$ cat config.mk
export PLATFORM = sky130hd
export DESIGN_NAME = decoder_with_hold
export DESIGN_NICKNAME = d
export VERILOG_FILES = /design/src/rtl/decoder_with_hold.sv
export SDC_FILE = /design/constraint.sdc
export NUM_CORES = 1
export LEC_CHECK = 0
export ABC_AREA = 0
export ABC_CLOCK_PERIOD_IN_PS = 2100
export BUFFER_PORTS_ARGS = -buffer_cell sky130_fd_sc_hd__buf_2
export CAP_MARGIN = 20
export CORE_MARGIN = 2
export CORE_UTILIZATION = 54
export DETAILED_ROUTE_END_ITERATION = 8
export GPL_TIMING_DRIVEN = 0
export PLACE_DENSITY = 0.75
export SYNTH_ARGS = -nofsm -noshare
export SYNTH_HDL_FRONTEND = slang
export SYNTH_SLANG_ARGS = --single-unit
$ cat constraint.sdc
create_clock -name clk_i -period 2.1 [get_ports clk_i]
set_input_delay 0.105 -clock clk_i [delete_from_list [all_inputs] [get_ports clk_i]]
set_output_delay 0.105 -clock clk_i [all_outputs]
set_load 0.1 [all_outputs]
$ cat src/rtl/decoder_with_hold.sv
// Binary-to-one-hot decoder with a valid/ready input, a fixed-width output pulse of HOLD cycles
// and a forced idle gap of GAP cycles before the next code can be taken.
module decoder_with_hold #(
    parameter int unsigned N_IN = 4,
    parameter int unsigned HOLD = 4,
    parameter int unsigned GAP  = 1
) (
    input  logic                   clk_i,
    input  logic                   rst_ni,
    input  logic                   enable_i,
    input  logic                   in_valid_i,
    output logic                   in_ready_o,
    input  logic [N_IN-1:0]        binary_in_i,
    output logic [(1<<N_IN)-1:0]   decoder_out_o,
    output logic                   out_valid_o,
    output logic                   busy_o,
    output logic [7:0]             done_count_o
);

    localparam int unsigned W        = 1 << N_IN;
    localparam logic [7:0]  HoldLoad = 8'(HOLD - 1);
    localparam logic [7:0]  GapLoad  = (GAP == 0) ? 8'd0 : 8'(GAP - 1);

    typedef enum logic [1:0] {StIdle, StDrive, StGap} state_e;

    state_e         state_q, state_d;
    logic [7:0]     cnt_q, cnt_d;
    logic [W-1:0]   out_q, out_d;
    logic           valid_q, valid_d;
    logic           busy_q, busy_d;
    logic [7:0]     done_q, done_d;
    logic [W-1:0]   onehot;

    assign onehot     = {{(W-1){1'b0}}, 1'b1} << binary_in_i;
    assign in_ready_o = (state_q == StIdle) && enable_i;

    always_comb begin
        state_d = state_q;
        cnt_d   = cnt_q;
        out_d   = out_q;
        valid_d = valid_q;
        busy_d  = busy_q;
        done_d  = done_q;
        // Dropping enable abandons whatever is in flight, including a pulse on its last cycle.
        if (!enable_i) begin
            state_d = StIdle;
            cnt_d   = 8'd0;
            out_d   = '0;
            valid_d = 1'b0;
            busy_d  = 1'b0;
        end else begin
            unique case (state_q)
                StIdle: begin
                    if (in_valid_i) begin
                        state_d = StDrive;
                        cnt_d   = HoldLoad;
                        out_d   = onehot;
                        valid_d = 1'b1;
                        busy_d  = 1'b1;
                    end
                end
                StDrive: begin
                    if (cnt_q == 8'd0) begin
                        out_d   = '0;
                        valid_d = 1'b0;
                        done_d  = done_q + 8'd1;
                        if (GAP == 0) begin
                            state_d = StIdle;
                            busy_d  = 1'b0;
                        end else begin
                            state_d = StGap;
                            cnt_d   = GapLoad;
                        end
                    end else begin
                        cnt_d = cnt_q - 8'd1;
                    end
                end
                StGap: begin
                    if (cnt_q == 8'd0) begin
                        state_d = StIdle;
                        busy_d  = 1'b0;
                    end else begin
                        cnt_d = cnt_q - 8'd1;
                    end
                end
                default: begin
                    state_d = StIdle;
                    out_d   = '0;
                    valid_d = 1'b0;
                    busy_d  = 1'b0;
                end
            endcase
        end
    end

    always_ff @(posedge clk_i or negedge rst_ni) begin
        if (!rst_ni) begin
            state_q <= StIdle;
            cnt_q   <= 8'd0;
            out_q   <= '0;
            valid_q <= 1'b0;
            busy_q  <= 1'b0;
            done_q  <= 8'd0;
        end else begin
            state_q <= state_d;
            cnt_q   <= cnt_d;
            out_q   <= out_d;
            valid_q <= valid_d;
            busy_q  <= busy_d;
            done_q  <= done_d;
        end
    end

    assign decoder_out_o = out_q;
    assign out_valid_o   = valid_q;
    assign busy_o        = busy_q;
    assign done_count_o  = done_q;

endmodule
**After elaboration in Yosys (flattened, before gate mapping)**

Index checks and enable logic that the tools add are counted.

- Bits in registers: 36
- Input port bits: 8
- Output and inout port bits: 27
- Word-level logic and storage cells: 46

- $add $sub $neg: 2
- Eq/ne operators: 9
- Shift operators: 1
- Multiplexer cells: 20
- Reduce and logical (&&, ||, !) cells: 8

Operators by type and width:

| kind | number |
|---|---|
| $mux 16 | 3 |
| $pmux 16 s3 | 1 |
| $mux 8 | 4 |
| $pmux 8 s3 | 1 |
| $shl 1x4->16 const A | 1 |
| $reduce_and 3->1 | 5 |
| $ne 3x3->1 const B | 4 |
| $add 8x1->8 const B | 1 |
| $logic_not 8->1 | 1 |
| $mux 2 | 4 |
| $sub 8x1->8 const B | 1 |
| $pmux 1 s3 | 2 |
| $pmux 2 s3 | 1 |
| $mux 1 | 4 |
| $ne 2x2->1 const B | 2 |
| $ne 4x1->1 const B | 1 |
| $eq 2x1->1 const B | 1 |
| $eq 2x2->1 const B | 1 |
| $logic_not 2->1 | 1 |
| $logic_and 1x1->1 | 1 |

**Depth between registers and ports, before layout**

Gate-level depths: netlist of run 1.

- Depth in word-level cells: 4
- Mapped depth: 8
- Gate-level depth less buffers: 6

**Worst setup path before layout of run 1**

Ideal clock, no wire load.

- Path type: reg2reg
- Start: reg done_q[2], in the netlist done_count_o[2]
- End: reg done_q[7], in the netlist done_count_o[7]
- Setup time: 161 ps
- Arrival time: 1,674 ps
- Data required time: 1,939 ps
- Setup slack: 265 ps
- Cell stages (with the launch flop): 5
- Path buffers: 0
- Clock period less this slack: 1,835 ps
- Cell sequence: dfrtp_1 > and4_1 > nand4_1 > nor2_1 > xor2_1

- Word-level cells in the longest chain between the ends: 1

RTL lines:

| element | line | text |
|---|---|---|
| from (decl) | 31 | `logic [7:0] done_q, done_d;` |
| from (signal assigned) | 110 | `done_q <= done_d;` |
| $add 8x1->8 | 66 | `done_d = done_q + 8'd1;` |

No other way between the ends.
A chain may end at the register's enable or synchronous reset.

**Final worst setup path of run 1**

- Start: reg cnt_q[0]
- End: reg done_q[1], in the netlist done_count_o[1]

- Word-level cells in the longest chain between the ends: 2

RTL lines:

| element | line | text |
|---|---|---|
| from (decl) | 27 | `logic [7:0] cnt_q, cnt_d;` |
| from (signal assigned) | 106 | `cnt_q <= cnt_d;` |
| $logic_not 8->1 | 63 | `if (cnt_q == 8'd0) begin` |
| $reduce_and 3->1 (no line) | - |  |

No other way between the ends.

==> flow_summary.toml, run 1 <==
[placed_design]
dpl_cell_area_um2 = 2020
place.gp.congestion = 0.838
dp.cells = 241
portBuffers = 33
hpwl_mm = 2.68

[timing]
worst_slew_pin_slew_ns = 0.788
max_freq_mhz = 507
min_period_over_period_pct = 94.0
fin_skew_ns = 0.0167
whs_ns = 0.0421
slew_headroom_pct = 47.5
fin_tns_setup_ns = 0
rsz0062_at_grt = "false"
period_needed_ns = 1.97
setup_violations = 0
drv_slew = 0
final-hold-violation-count = 0

[setup_path]
critical-path-slowest-cell = "or3b_2"
cp_max_fo = 5
startpoint_type = "flop"
cp-end-kind = "flop"
critPathKind = "flop to flop"
cp_cell_sequence = "inv_1, ha_1, or3b_2, nor3_4, mux2_2"
rr_worst_depth = 5
max_stage_delay_ns = 0.50
crit_required_ns = 2.33
crit_arrival_ns = 2.20

[finish]
drive_above_1_share_pct = 26.6
nFillCells = 258
final_cell_area_um2 = 2150
synthToLayoutAreaGrowth_pct = 19.6
n_antenna_cell = 0
fin_nets = 221
stdcell_count = 251

[global_routing]
grt_pass1_vias = 1314
antenna_found_initial = 0
grt_pass1_wl_mm = 5.98
grt_overflow = 0
grt_max_degree = 37
grtUsageTotal_pct = 21.4

[floorplan]
fp.dieH_um = 61.7
dieArea_um2 = 3810
initial_core_util_pct = 57.9
fp-row-count = 20
dieWidth_um = 61.7
core-area_um2 = 3100
ios = 35

[logic_synthesis]
synth-edff-count = 0
yosysWarnings = 0
ys.flop_type = "dfrtp_1"
ys_seq_elements = 36
avgSynthCellArea_um2 = 11.0
yosysMostFrequentCell = "dfrtp_1"
ys_types = 44
synth_area_um2 = 1800
synth_cells = 164
async_flop_share_pct = 100
synth_top_cells_by_area = "dfrtp_1 50%, o2bb2ai_1 5.8%, ha_1 4.9%"
seq_area_frac_synth_pct = 50.1
ys_top_cells_by_count = "36 x dfrtp_1, 14 x inv_1, 12 x nand2_1, 12 x o2bb2ai_1, 9 x nor2_1"
synth_top_area_share_pct = 50.1
synth_nets = 179
yosysTopAreaCell = "dfrtp_1"

[pwr]
p_int_uw = 1520
p_comb_share_pct = 48.5
finalPower_uw = 2790
p_clk_share_pct = 19.6
ir_worst_vdd_v = 0.000754
p_leak_uw = 0.00106
swShare_pct = 45.7
power_per_cell_area_nw_per_um2 = 1300
seqPwrFrac_pct = 31.9
p_switching_uw = 1280

[route]
vias = 1393
avgRoutedWirePerCell_um = 14.5
first_pass_iters = 4
ant_nets = 0
wirelength_mm = 3.63
drc = 0
vias_per_cell = 5.55
drt_iter0_markers = 109

[clocking]
path_clk_slew_ns = 0.11
clock-sinks = 36
cts_buffer_depth = 2
clock_latency_ns = 0.35
htreeDepth = 2
cts_tree = "yes"
cts_buffers = 5
cts_root_buf = "clkbuf_4"

[job]
maxCapViolCount = 0

[min_path]
hold_path_depth = 3
hold_path_class = "input port to flop"

[status]
run_status = "finished clean"
## power groups by stage
stage / sequential (uW) / clock (uW) / combinational (uW)
after CTS: 894 / 555 / 1310
after detailed placement: 908 / 0 / 1310
after global routing: 916 / 581 / 1470
after global placement: 905 / 0 / 1270
final: 893 / 547 / 1360
after floorplan: 1260 / 0 / 699
## stage by stage
step / util (%) / setup WS [ns]
6_report: 69.3 / 0.126
2_1_floorplan: - / 0.265
4_1_cts: 68.6 / 0.0945
3_5_place_dp: 65.0 / -0.0170
5_1_grt: 69.3 / 0.0232
3_3_place_gp: 65.0 / 0.0398
## registers in the layout (all words and copies together), names as in the netlist
signal and flops:
cnt_q 8, state_q 2, done_count_o 8, busy_o 1, decoder_out_o 16, out_valid_o 1
## per-layer routing
layer / global-route usage, % / share of wire (%) / vias to the layer above
met3: 5.80 / 4.4 / 8
met4: 8.21 / 1.6 / 0
met2: 32.3 / 46 / 26
met5: 0 / 0 / -
li1: - / - / 687
met1: 29.7 / 48 / 672
## cell type report
cell class              count  area (um2)  share of cell area, %
repair buffers             35         185                   8.61
multi-input cells         109         833                   38.8
clock buffers               7        65.1                   3.03
well taps                  44        55.1                   2.56
inverters                  14        52.6                   2.44
flip-flops and latches     36         901                   41.9
plain buffers               5        27.5                   1.28
clock inverters             1        30.0                   1.40
## cell families (layout without fill, tap and decap cells)
logic type               count (synthesis)  after routing  share of synthesized area, %
buffers and inverters                   19             62                          4.45
XOR/XNOR                                11             11                          5.36
AND/OR/NAND/NOR                         46             46                          16.4
multiplexers                             1              1                         0.626
AO/OA/AOI/OAI                           44             44                          18.2
flip-flops                              36             36                          50.1
adder cells (fa/ha/maj)                  7              7                          4.87
## final timing paths
kind,startpoint,end,slack (ns)
min in group asynchronous,rst_ni,out_valid_o$_DFFE_PN0P_,0.36
max in group asynchronous,rst_ni,done_count_o[0]$_DFFE_PN0P_,1.21
worst max-delay path,cnt_q[0]$_DFFE_PN0P_,done_count_o[1]$_DFFE_PN0P_,0.13
worst min register to register,done_count_o[7]$_DFFE_PN0P_,done_count_o[7]$_DFFE_PN0P_,0.47
worst max register to register,cnt_q[0]$_DFFE_PN0P_,done_count_o[1]$_DFFE_PN0P_,0.13
worst min-delay path,enable_i,state_q[1]$_DFFE_PN0P_,0.04
## what timing repair did
action                                 in CTS  in global routing
pin swaps                                   0                  0
endpoints found under the hold margin      36                  0
setup endpoints to repair                  10                 19
hold buffers                                1                  0
buffers inserted                            0                  1
gates resized for setup                     1                  4
## worst max-delay path, delay by kind of cell, from the launching register on
kind                       cells  cell delay, ns
muxes                          1            0.36
DFF                            1            0.44
buffers and inverters          1            0.11
and+or+nand+nor                2            0.77
adders and majority gates      1            0.18
## cell usage in the layout, fill, tap and decap left out, types with 5 or more instances in the layout
| master | n |
|---|---|
| dfrtp_1 | 36 |
| buf_2 | 33 |
| inv_1 | 14 |
| nand2_1 | 12 |
| o2bb2ai_1 | 12 |
| nor2_1 | 9 |
| xnor2_1 | 8 |
| ha_1 | 7 |
| a31oi_1 | 6 |
| clkbuf_4 | 6 |
| nand4_1 | 5 |
(Power assumes the default switching activity.)
==> run 2, diff against run 1 <==
--- a/config.mk
+++ b/config.mk
@@ -5,15 +5,16 @@
 export SDC_FILE = /design/constraint.sdc
 export NUM_CORES = 1
 export LEC_CHECK = 0
-export ABC_AREA = 0
+export ABC_AREA = 1
 export ABC_CLOCK_PERIOD_IN_PS = 2100
 export BUFFER_PORTS_ARGS = -buffer_cell sky130_fd_sc_hd__buf_2
 export CAP_MARGIN = 20
 export CORE_MARGIN = 2
-export CORE_UTILIZATION = 54
+export CORE_UTILIZATION = 55
 export DETAILED_ROUTE_END_ITERATION = 8
 export GPL_TIMING_DRIVEN = 0
 export PLACE_DENSITY = 0.75
+export SLEW_MARGIN = 0
 export SYNTH_ARGS = -nofsm -noshare
 export SYNTH_HDL_FRONTEND = slang
 export SYNTH_SLANG_ARGS = --single-unit
==> run 2 against run 1 <==
Critical path depth is 4 higher. First-iteration DRC count is 15% higher. Routed wire length is 22% higher. Critical endpoint is now done_count_o[6]$_DFFE_PN0P_. Global-route usage is 1.3 points higher. Power is 26% higher. Combinational power is 51% higher. Synthesized cell count is 69% higher. Die area is 16% higher. Maximum frequency is 13% higher. Largest power group unchanged. Design area is 14% higher. Clock power is 5.9% lower. Critical path type unchanged.
==> flow_summary.toml, run 2 <==
[finish]
largest_register_ff_count = 16
mostFrequentLayoutCell = "nand2_1"
stdcell_count = 365
regArea_um2 = 901
nFillCells = 333
drive_above_1_share_pct = 18.6
n_antenna_cell = 0
final_cell_mix = "87 x nand2_1, 36 x dfrtp_1, 31 x buf_2"
multi_input_area_um2 = 1060
fin_nets = 331
synthToLayoutAreaGrowth_pct = 14.9

[setup_path]
max_stage_delay_ns = 0.38
rr_worst_depth = 9
critPathMostFrequentCell = "nand2_1"
cp_cell_sequence = "inv_1, ha_1, nand2_1, nor2_1, nand2_4, nor2_2, buf_4, nand2_1, xor2_1"
cp-end-kind = "flop"
endpoint = "done_count_o[6]$_DFFE_PN0P_"
cp_max_fo = 10
r2r_end = "done_count_o[6]$_DFFE_PN0P_"
timing.rr.start = "cnt_q[0]$_DFFE_PN0P_"
reg2reg_slack_ns = 0.36
cp-startpoint = "cnt_q[0]$_DFFE_PN0P_"
crit_arrival_ns = 1.92
critPathKind = "flop to flop"
crit_required_ns = 2.28
startpoint_type = "flop"
critical-path-slowest-cell = "dfrtp_1"

[logic_synthesis]
ys_types = 22
synth-edff-count = 0
seq_area_frac_synth_pct = 42.1
synth_area_um2 = 2140
synth_cells = 277
async_flop_share_pct = 100
ys_top_cells_by_count = "87 x nand2_1, 36 x dfrtp_1, 28 x nand4_1, 25 x nand3_1, 22 x inv_1"
ys_seq_elements = 36
avgSynthCellArea_um2 = 7.73
yosysWarnings = 0
synth_top_area_share_pct = 42.1
yosysMostFrequentCell = "nand2_1"
synth_top_cells_by_area = "dfrtp_1 42%, nand2_1 15%, nand4_1 8.2%"
yosysTopAreaCell = "dfrtp_1"
synth_nets = 292
ys.flop_type = "dfrtp_1"

[global_routing]
busiest_layer = "met2"
grtUsageTotal_pct = 22.8
antenna_found_initial = 0
grt_pass1_wl_mm = 7.70
met2_usage_pct = 36.5
grt_max_degree = 37
grt_use_met1_pct = 30.6
met3_usage_pct = 4.60
grt_pass1_vias = 1756
grt_overflow = 0

[placed_design]
portBuffers = 31
dp.cells = 356
hpwl_mm = 3.22
place.gp.congestion = 0.838

[clocking]
cts_buffer_depth = 2
cts_resized = 0
clock_latency_ns = 0.29
cts_setup_buffers = 0
cts_hold_buf = 1
cts_root_buf = "clkbuf_8"
htreeDepth = 2
cts_buffers = 5
clock-sinks = 36
cts_tree = "yes"
path_clk_slew_ns = 0.07

[min_path]
hold_path_class = "input port to flop"

[timing]
fin_tns_setup_ns = 0
setup_violations = 0
rsz0062_at_grt = "false"
final-hold-violation-count = 0
drv_slew = 0
min_period_over_period_pct = 83.1
fin_skew_ns = 0.00231
worst_slew_pin_slew_ns = 0.795
slew_headroom_pct = 47.0
period_needed_ns = 1.74
max_freq_mhz = 573

[floorplan]
fp.dieH_um = 66.4
fp-row-count = 22
dieWidth_um = 66.4
ios = 35
dieArea_um2 = 4410
core-area_um2 = 3690
initial_core_util_pct = 58.0

[route]
first_pass_iters = 4
avgRoutedWirePerCell_um = 12.1
vias = 1857
drt_iter0_markers = 125
ant_nets = 0
wirelength_mm = 4.42
drc = 0
vias_per_cell = 5.09

[status]
run_status = "finished clean"

[pwr]
p_leak_uw = 0.00135
power_per_cell_area_nw_per_um2 = 1430
ir_worst_vdd_v = 0.000849

[job]
maxCapViolCount = 0
run 2: through the flow:
stage                     util [%]  cell area (um2)  setup slack, ns  hold slack, ns  total power, uW
after global routing          66.7             2460            0.194           0.103             3770
final                         66.7             2460            0.356           0.100             3520
after CTS                     66.7             2460            0.354          0.0986             3530
after global placement        63.9             2360            0.402           0.241             2980
after floorplan                  -             2140            0.247          -0.191             2660
after detailed placement      63.9             2360            0.367           0.242             3010
run 2: cells by family after synthesis:
logic type      count (synthesis)  synth area share, %
simple gates                  179                 40.0
xor+xnor                        9                 3.68
flops                          36                 42.1
fa+ha+maj                       7                 4.09
compound gates                  8                 1.87
buf+inv                        38                 8.24
run 2: cell type report:
| cell class | instances | area share (%) |
|---|---|---|
| clock inverter | 1 | 0.305 |
| multi-input combinational | 203 | 43.2 |
| sequential | 36 | 36.6 |
| tap | 48 | 2.44 |
| timing repair buffer | 32 | 6.71 |
| inverter | 26 | 3.97 |
| buffer | 12 | 3.20 |
| clock buffer | 7 | 3.51 |
run 2: worst max-delay path, delay by kind of cell (launching register included):
family	cells	cell delay, ns
xor gates and xnor gates	1	0.15
adders and majority gates	1	0.17
buffers and inverters	2	0.35
DFF	1	0.38
and+or+nand+nor	5	0.59
run 2: worst min-delay path by stage:
stage                                    endpoint  startpoint  depth (start not counted)
after global placement       cnt_q[4]$_DFFE_PN0P_      rst_ni                          1
after global routing      out_valid_o$_DFFE_PN0P_  in_valid_i                          3
after CTS                 out_valid_o$_DFFE_PN0P_  in_valid_i                          3
after detailed placement     cnt_q[4]$_DFFE_PN0P_      rst_ni                          1
final                     out_valid_o$_DFFE_PN0P_  in_valid_i                          3
after floorplan                busy_o$_DFFE_PN0P_      rst_ni                          0
run 2: metal layers:
| layer | part of all wire, % | up-vias |
|---|---|---|
| met5 | 0 | - |
| met4 | 1.7 | 0 |
| met3 | 4.2 | 9 |
| met2 | 45 | 45 |
| met1 | 50 | 823 |
| li1 | - | 980 |
run 2: power breakdown:
group	switching, uW	leakage, uW	internal (uW)
Sequential	118	0.000476	840
Combinational	1570	0.000829	476
Clock	249	0.0000445	266
Total	1940	0.00135	1580
==> run 3, diff against run 2 <==
--- a/config.mk
+++ b/config.mk
@@ -5,15 +5,15 @@
 export SDC_FILE = /design/constraint.sdc
 export NUM_CORES = 1
 export LEC_CHECK = 0
-export ABC_AREA = 1
-export ABC_CLOCK_PERIOD_IN_PS = 2100
+export ABC_AREA = 0
+export ABC_CLOCK_PERIOD_IN_PS = 1500
 export BUFFER_PORTS_ARGS = -buffer_cell sky130_fd_sc_hd__buf_2
 export CAP_MARGIN = 20
 export CORE_MARGIN = 2
-export CORE_UTILIZATION = 55
+export CORE_UTILIZATION = 49
 export DETAILED_ROUTE_END_ITERATION = 8
 export GPL_TIMING_DRIVEN = 0
-export PLACE_DENSITY = 0.75
+export PLACE_DENSITY = 0.72
 export SLEW_MARGIN = 0
 export SYNTH_ARGS = -nofsm -noshare
 export SYNTH_HDL_FRONTEND = slang
==> constraint.sdc (replaced) <==
create_clock -name clk_i -period 1.5 [get_ports clk_i]
set_input_delay 0.075 -clock clk_i [delete_from_list [all_inputs] [get_ports clk_i]]
set_output_delay 0.075 -clock clk_i [all_outputs]
set_load 0.1 [all_outputs]
==> run 3 against run 2 <==
The flow now finishes with violations (setup timing). Power grew 42%. Core utilization grew 7.9 points. First-iteration DRC count shrank 22%. Global-route usage grew 1.9 points. Sequential share of layout area shrank 2.8 points. Combinational power grew 50%. Flip-flop and latch count is the same. Clock power grew 24%. Clock-buffer cell count shrank 1. Non-clock buffer count grew 30.
==> flow_summary.toml, run 3 (synthesized netlist as in run 1, its figures left out) <==
[status]
run_status = "finished, violations left"
violations = "setup timing"

[clocking]
htreeDepth = 2
cts_buffers = 5
clock-sinks = 36
cts_root_buf = "clkbuf_8"
cts_buffer_depth = 2
clock_latency_ns = 0.28
cts_tree = "yes"
path_clk_slew_ns = 0.07

[timing]
slew_headroom_pct = 46.8
worst_slew_pin_slew_ns = 0.798
drv_slew = 0
setup_violations = 36
worst_slack_ns = -0.249
period_needed_ns = 1.75
final-hold-violation-count = 0
rsz0062_at_grt = "true"
fin_skew_ns = 0.00615
min_period_over_period_pct = 117
max_freq_mhz = 572

[floorplan]
initial_core_util_pct = 49.9
dieArea_um2 = 4170
ios = 35
core-area_um2 = 3610
fp-row-count = 22
fp.dieH_um = 64.6
dieWidth_um = 64.6

[finish]
largest_register_ff_count = 16
synthToLayoutAreaGrowth_pct = 49.7
mostFrequentLayoutCell = "buf_2"
final_cell_mix = "32 x buf_2, 31 x buf_4, 29 x dfrtp_1"
utilization_pct = 74.6
final_cell_area_um2 = 2690
n_antenna_cell = 0
fin_nets = 256
drive_above_1_share_pct = 53.1

[placed_design]
hpwl_mm = 2.76
portBuffers = 33
dpl_cell_area_um2 = 2070
place.gp.congestion = 0.784
place_ws_ns = -0.457

[pwr]
ir_worst_vdd_v = 0.000813
power_per_cell_area_nw_per_um2 = 1850
p_leak_uw = 0.00127

[setup_path]
cp-startpoint = "cnt_q[1]$_DFFE_PN0P_"
r2r_end = "done_count_o[1]$_DFFE_PN0P_"
critPathKind = "flop to flop"
cp_max_fo = 4
reg2reg_slack_ns = -0.25
cp-end-kind = "flop"
crit_required_ns = 1.67
timing.rr.start = "cnt_q[1]$_DFFE_PN0P_"
rr_worst_depth = 5
startpoint_type = "flop"
crit_arrival_ns = 1.92
endpoint = "done_count_o[1]$_DFFE_PN0P_"

[route]
first_pass_iters = 4
avgRoutedWirePerCell_um = 17.9
vias = 1637
drt_iter0_markers = 98
vias_per_cell = 5.66
drc = 0
wirelength_mm = 5.16
ant_nets = 0

[global_routing]
grt_overflow = 0
grt_pass1_wl_mm = 7.86
grtUsageTotal_pct = 24.7
antenna_found_initial = 0
grt_max_degree = 37
grt_pass1_vias = 1579

[min_path]
hold_path_class = "input port to flop"

[job]
maxCapViolCount = 0
run 3: critical path, stage by stage, from the launching register on:
cell and delay, ns:
dfrtp_1 0.41, inv_2 0.09, ha_4 0.13, or3b_4 0.41
nor3_4 0.27, mux2_4 0.33
run 3: layer usage:
| metal | part of all wire, % | vias up | GRT usage [%] |
|---|---|---|---|
| li1 | - | 757 | - |
| met1 | 41 | 817 | 32.6 |
| met2 | 52 | 49 | 39.7 |
| met3 | 4.2 | 14 | 5.03 |
| met4 | 2.4 | 0 | 10.4 |
| met5 | 0 | - | 0 |
run 3: worst min-delay path by stage:
stage,start,slack [ns],to,cells past startpoint
after floorplan,rst_ni,-0.22,busy_o$_DFFE_PN0P_,0
after detailed placement,rst_ni,0.20,done_count_o[6]$_DFFE_PN0P_,1
final,enable_i,0.17,state_q[1]$_DFFE_PN0P_,3
after global placement,rst_ni,0.18,done_count_o[6]$_DFFE_PN0P_,1
after global routing,enable_i,0.18,state_q[1]$_DFFE_PN0P_,3
after CTS,enable_i,0.13,state_q[1]$_DFFE_PN0P_,3
run 3: stage by stage:
stage | hold slack, ns | TNS (ns) | cells | power (uW)
6_report | 0.173 | -5.62 | 289 | 4990
5_1_grt | 0.179 | -7.70 | 289 | 5240
4_1_cts | 0.130 | -4.46 | 276 | 4480
3_5_place_dp | 0.197 | -9.79 | 245 | 3240
3_3_place_gp | 0.185 | -8.76 | 245 | 3180
2_1_floorplan | -0.221 | -3.71 | 164 | 2880
run 3: repair_timing:
item	in CTS	in global routing
gates cloned	1	1
hold buffers	1	0
hold endpoints to repair	36	0
setup endpoints to repair	37	37
buffers inserted	22	12
pin swaps	18	14
gates resized for setup	42	19
run 3: layout make-up:
cell class | count | area [um2]
Fill cell | 214 | 915
Sequential cell | 36 | 910
Multi-Input combinational cell | 110 | 1070
Buffer | 5 | 47.5
Clock buffer | 6 | 72.6
Timing Repair Buffer | 69 | 472
Clock inverter | 1 | 5.00
Inverter | 14 | 58.8
Tap cell | 48 | 60.1
run 3: power by group:
| group | switching, uW | total, uW | internal (uW) |
|---|---|---|---|
| Combinational | 1830 | 3080 | 1240 |
| Sequential | 150 | 1280 | 1120 |
| Clock | 324 | 640 | 316 |
| Total | 2310 | 4990 | 2680 |
